### config.mk
export PLATFORM = sky130hd
export DESIGN_NAME = fifo_wr_arbiter
export DESIGN_NICKNAME = d
export VERILOG_FILES = /design/src/rtl/fifo_wr_arbiter.sv
export SDC_FILE = /design/constraint.sdc
export NUM_CORES = 1
export LEC_CHECK = 0
export ABC_AREA = 1
export CORE_MARGIN = 3
export CORE_UTILIZATION = 46
export CTS_CLUSTER_SIZE = 40
export DETAILED_ROUTE_END_ITERATION = 16
export GPL_TIMING_DRIVEN = 0
export MAX_ROUTING_LAYER = met4
export PLACE_DENSITY = 0.83
export SLEW_MARGIN = 20
export SYNTH_ARGS = -nofsm -noshare
export SYNTH_HDL_FRONTEND = slang
export SYNTH_SLANG_ARGS = --single-unit
### constraint.sdc
create_clock -name clk -period 1.7 [get_ports clk]
set_clock_uncertainty 0.15 [all_clocks]
set_input_delay 0.255 -clock clk [delete_from_list [all_inputs] [get_ports clk]]
set_output_delay 0.255 -clock clk [all_outputs]
set_load 0.05 [all_outputs]
### src/rtl/fifo_wr_arbiter.sv
// fifo_wr_arbiter: round-robin, packet-atomic arbiter sharing the fifo_16x256 write port
module fifo_wr_arbiter #(
  parameter int NUM_REQ = 2,
  parameter int DATA_WIDTH = 16,
  parameter int MAX_PKT_LEN = 64,
  localparam int GW = NUM_REQ > 1 ? $clog2(NUM_REQ) : 1
) (
  input  logic                          clk,
  input  logic                          rst_n,
  input  logic [NUM_REQ-1:0]            req_valid,
  input  logic [NUM_REQ*DATA_WIDTH-1:0] req_data,
  input  logic [NUM_REQ-1:0]            req_last,
  output logic [NUM_REQ-1:0]            req_ready,
  output logic                          fifo_wr_en,
  output logic [DATA_WIDTH-1:0]         fifo_wr_data,
  input  logic                          fifo_almost_full,
  input  logic                          fifo_wr_full,
  output logic [GW-1:0]                 grant_id,
  output logic                          busy,
  output logic                          pkt_trunc,
  output logic [15:0]                   pkt_cnt
);
  typedef enum logic {IDLE, XFER} state_t;
  state_t state;
  logic [GW-1:0] rr_ptr, sel, nxt;
  logic [7:0] beat_cnt;
  logic open, acc, last, done;
  int j;
  // lowest offset from rr_ptr wins, so scan offsets downward and let the last hit stand
  always_comb begin
    sel = rr_ptr;
    j = 0;
    for (int i = NUM_REQ - 1; i >= 0; i--) begin
      j = int'(rr_ptr) + i;
      if (j >= NUM_REQ) j = j - NUM_REQ;
      if (req_valid[j]) sel = GW'(j);
    end
  end
  always_comb begin
    open = state == XFER && !fifo_almost_full && !fifo_wr_full;
    req_ready = open ? NUM_REQ'(1) << grant_id : '0;
    acc = open && req_valid[grant_id];
    last = req_last[grant_id];
    done = acc && (last || beat_cnt == 8'(MAX_PKT_LEN - 1));
    nxt = grant_id == GW'(NUM_REQ - 1) ? '0 : grant_id + 1'b1;
    busy = state == XFER;
  end
  always_ff @(posedge clk or negedge rst_n) begin
    if (!rst_n) begin
      state <= IDLE;
      rr_ptr <= '0;
      grant_id <= '0;
      beat_cnt <= '0;
      fifo_wr_en <= 1'b0;
      fifo_wr_data <= '0;
      pkt_trunc <= 1'b0;
      pkt_cnt <= '0;
    end else begin
      fifo_wr_en <= acc;
      if (acc) fifo_wr_data <= req_data[int'(grant_id)*DATA_WIDTH +: DATA_WIDTH];
      pkt_trunc <= done && !last;
      if (state == IDLE) begin
        if (|req_valid) begin
          grant_id <= sel;
          beat_cnt <= '0;
          state <= XFER;
        end
      end else if (done) begin
        state <= IDLE;
        rr_ptr <= nxt;
        pkt_cnt <= pkt_cnt + 1'b1;
      end else if (acc) begin
        beat_cnt <= beat_cnt + 1'b1;
      end
    end
  end
endmodule

==> flow_results.org <==
** Run status
- Outcome :: completed

** Detailed routing
- Detailed routing inserted a total of 2486 vias.
- Starting DRC count in detailed routing :: 159
- After detailed routing, the total wire length is 6.63 mm.
- Dividing the detail-routed wire length by the instance count gives 13.6 um.
- Dividing the detail-routed via count by the number of cells gives 5.09.
- DRC errors left :: 0
- Once detail routing completed, the nets flagged for antenna violations numbered 0.
- Before antenna repair, the detailed router went through 4 iterations.

** Global route
- Across every metal layer, demand over resource in global routing totals 22.0%.
- In this run the most used layer during global routing was met2.
- Entering global routing, the biggest net connects 27 pins.
- Met3 GRT Util :: 7.82%
- Initial antenna violation count :: 0
- The first global-routing pass estimated 10.4 mm of wire.
- For this run, global-route usage on met1 was measured as 25.3%.
- Global routing consumed, on the met2 layer, 35.5% of the routing resources.
- Number of global-route vias before repair :: 2295
- The total overflow left after global routing is 0.

** Timing
- The number of pins exceeding their max-slew limit in the final report was 0.
- Post-route clock period utilization :: 99.2%
- Subtracting the final worst setup slack from the clock period gives 1690 ps.
- Setup repair after global routing missed its margin :: true
- Max-Slew Margin vs Limit :: 57.7%
- Static timing analysis puts the maximum clock frequency at 593 MHz.
- Setup violations remaining at the end of the flow were counted as 0.
- The total count of hold-check failures in the final report was 0.
- Slew @ Worst Pin :: 634 ps

** Synth
- Counting every net in the synthesized netlist gives 367.
- Number of distinct standard cells referenced by the synthesized netlist :: 29
- Counting flops and latches in the post-synthesis netlist gives 45.
- Dividing the synthesized area by the synthesized cell count gives 7.51 um2.
- After synthesis the cells add up to 2440 um2.
- Total number of yosys warnings :: 0
- In the synthesized netlist, the number of instances is 325.
- Sequential fraction of the synthesis area :: 46.1%

** Place
- The placed instances occupy a cell area of 3340 um2.
- The count of buffers added on input and output ports is 77.
- Half-perimeter wire length of the detailed placement result :: 4.80 mm
- The congestion estimate from routability-driven global placement came to 0.903.

** Clocking
- The clock passes through at most 2 buffers.
- Clock tree root buffer cell :: sky130_fd_sc_hd__clkbuf_8
- Counting the buffers created by CTS gives 5.
- Clock insertion delay at the later pin of the skew report :: 310 ps
- TritonCTS clock tree :: yes
- Number of sinks on the clock net :: 45
- CTS clk-pin slew, worst paths :: 90 ps
- H-Tree Depth :: 2

** Floorplanning
- Area of the core region :: 4910 um2
- For this configuration, the core starts out at a cell density of 49.7%.
- Floorplan die height :: 78.8 um
- 78 I/O pins were placed.
- Measured along the x axis, the die boundary spans 78.8 um.
- Row generation in the floorplan step produced 25 rows.
- Total Die Area :: 6220 um2

** Cells and area
- ANT cells :: 0
- Filler cell count :: 378
- Most common cell after layout, fill and taps aside :: sky130_fd_sc_hd__nand2_1
- Summing all non-filler instances in the final layout gives an area of 3550 um2.
- After the last flow step, the layout net total stands at 462.
- Of the cells placed in the final design, the portion with a size suffix greater than 1 is 15.9%.
- In the layout the commonest cells are sky130_fd_sc_hd__nand2_1, sky130_fd_sc_hd__dfrtp_1, sky130_fd_sc_hd__nor2_1, sky130_fd_sc_hd__clkdlybuf4s50_1, sky130_fd_sc_hd__dlygate4sd2_1.
- Relative to the synthesized area, the layout overhead comes to 45.6%.

** Setup path
- The worst setup path is of the flip-flop to flip-flop kind.
- STA puts the critical path data required time at 1800 ps.
- Measured in cells, the most critical reg-to-reg path has a length of 10.
- Data arrives at the worst endpoint at 1780 ps.
- Of all nets on the critical path, the largest fanout is 10.
- Element type at the critical path end :: flip-flop
- Critical Path Start Type :: flip-flop

** Pwr
- Power density over the cells :: 1510 nW/um2
- IR analysis of the VDD net gives a maximum drop of 0.940 mV.
- Total design power :: 0.00538 W
- Static leakage :: 1.71 nW

** Worst hold path
- In this run the worst hold path is classified as input port to async pin.

** Run
- Reported max-cap violation count :: 0
cell usage after synthesis:
library cell	number	area (um2)
sky130_fd_sc_hd__xor2_1	2	17.5
sky130_fd_sc_hd__a21oi_1	2	10.0
sky130_fd_sc_hd__nand2_4	2	22.5
sky130_fd_sc_hd__ha_1	2	25.0
sky130_fd_sc_hd__xnor2_1	4	35.0
sky130_fd_sc_hd__buf_8	1	15.0
sky130_fd_sc_hd__o22ai_1	1	6.26
sky130_fd_sc_hd__nand3b_2	1	11.3
sky130_fd_sc_hd__inv_2	1	3.75
sky130_fd_sc_hd__nor3_1	5	25.0
sky130_fd_sc_hd__buf_1	1	3.75
sky130_fd_sc_hd__inv_4	1	6.26
sky130_fd_sc_hd__nor2_1	42	158
sky130_fd_sc_hd__nand3_1	13	65.1
sky130_fd_sc_hd__buf_2	4	20.0
sky130_fd_sc_hd__nand4_1	10	62.6
sky130_fd_sc_hd__a31oi_1	16	100
sky130_fd_sc_hd__nand2_2	2	12.5
sky130_fd_sc_hd__buf_6	3	33.8
sky130_fd_sc_hd__o21ai_0	8	40.0
sky130_fd_sc_hd__o21bai_2	1	11.3
sky130_fd_sc_hd__clkbuf_1	1	3.75
sky130_fd_sc_hd__dfrtp_1	45	1130
sky130_fd_sc_hd__nand2_1	120	450
sky130_fd_sc_hd__inv_1	27	101
sky130_fd_sc_hd__nand3_2	2	20.0
sky130_fd_sc_hd__clkinv_4	1	8.76
sky130_fd_sc_hd__o21ai_1	6	30.0
sky130_fd_sc_hd__xor2_2	1	16.3
critical path: stages, from the launching register on:
cell and delay (ps):
sky130_fd_sc_hd__dfrtp_1 430, sky130_fd_sc_hd__ha_4 160, sky130_fd_sc_hd__nand3_2 80, sky130_fd_sc_hd__inv_2 70, sky130_fd_sc_hd__nand2_1 80, sky130_fd_sc_hd__nand2_2 150, sky130_fd_sc_hd__nand2_8 100, sky130_fd_sc_hd__inv_6 100
sky130_fd_sc_hd__buf_8 140, sky130_fd_sc_hd__nand4_1 80, sky130_fd_sc_hd__nand2_1 90
final cells by class:
class,instances,area (um2),share of cell area [%]
repair buffers,88,825,23.2
flip-flops and latches,45,1130,31.9
clock buffers,5,68.8,1.94
clock inverters,3,21.3,0.599
plain buffers,10,98.8,2.78
well taps,67,83.8,2.36
inverters,30,130,3.66
multi-input cells,240,1190,33.6
report_power, final:
| part | internal (W) | total, W | leakage [nW] | switching (W) |
|---|---|---|---|---|
| Clock | 0.000292 | 0.000696 | 0.0445 | 0.000404 |
| Combinational | 0.000935 | 0.00300 | 1.10 | 0.00207 |
| Sequential | 0.00142 | 0.00168 | 0.558 | 0.000264 |
| Total | 0.00264 | 0.00538 | 1.71 | 0.00274 |
routing by layer:
metal | routed length [um] | vias up
met5 | 0 | -
li1 | - | 1225
met4 | 144 | 0
met1 | 2690 | 1155
met2 | 3260 | 90
met3 | 524 | 16
cells by family after synthesis:
family	after synthesis	synth area share, %
buf+inv	40	8.05
fa+ha+maj	2	1.02
simple gates	197	33.9
compound gates	34	8.10
xor+xnor	7	2.82
flops	45	46.1
metrics by stage:
stage / hold slack (ps) / setup WS, ps / util, % / instances / TNS [ps]
final: 342 / 13.3 / 72.4 / 488 / 0
after global routing: 365 / -30.6 / 72.4 / 488 / -121
after CTS: 348 / -72.2 / 70.2 / 481 / -89.0
after detailed placement: 164 / -863 / 68.0 / 470 / -11240
after global placement: 316 / -1200 / 67.5 / 469 / -57100
after floorplan: -191 / 7.88 / - / 325 / 0
repair_timing:
| item | CTS | global route |
|---|---|---|
| hold endpoints to repair | 25 | 0 |
| buffers inserted | 2 | 7 |
| pin swaps | 2 | 4 |
| hold buffers | 1 | 0 |
| endpoints found under the setup margin | 55 | 28 |
| resized for setup | 67 | 26 |
final timing paths:
check,from,endpoint,slack [ps]
max,beat_cnt[1],pkt_cnt[9],10
max reg2reg,beat_cnt[1],pkt_cnt[9],10
min,rst_n,pkt_cnt[13],340
max in group asynchronous,rst_n,grant_id,530
min reg2reg,rr_ptr,rr_ptr,340
min in group clk,rr_ptr,rr_ptr,340
registers in the layout (all words and copies together) (netlist names):
name,cells
pkt_cnt,16
rr_ptr,1
beat_cnt,8
fifo_wr_data,16
grant_id,1
busy,1
fifo_wr_en,1
pkt_trunc,1
Note: power is estimated with default switching activity, not from simulation.
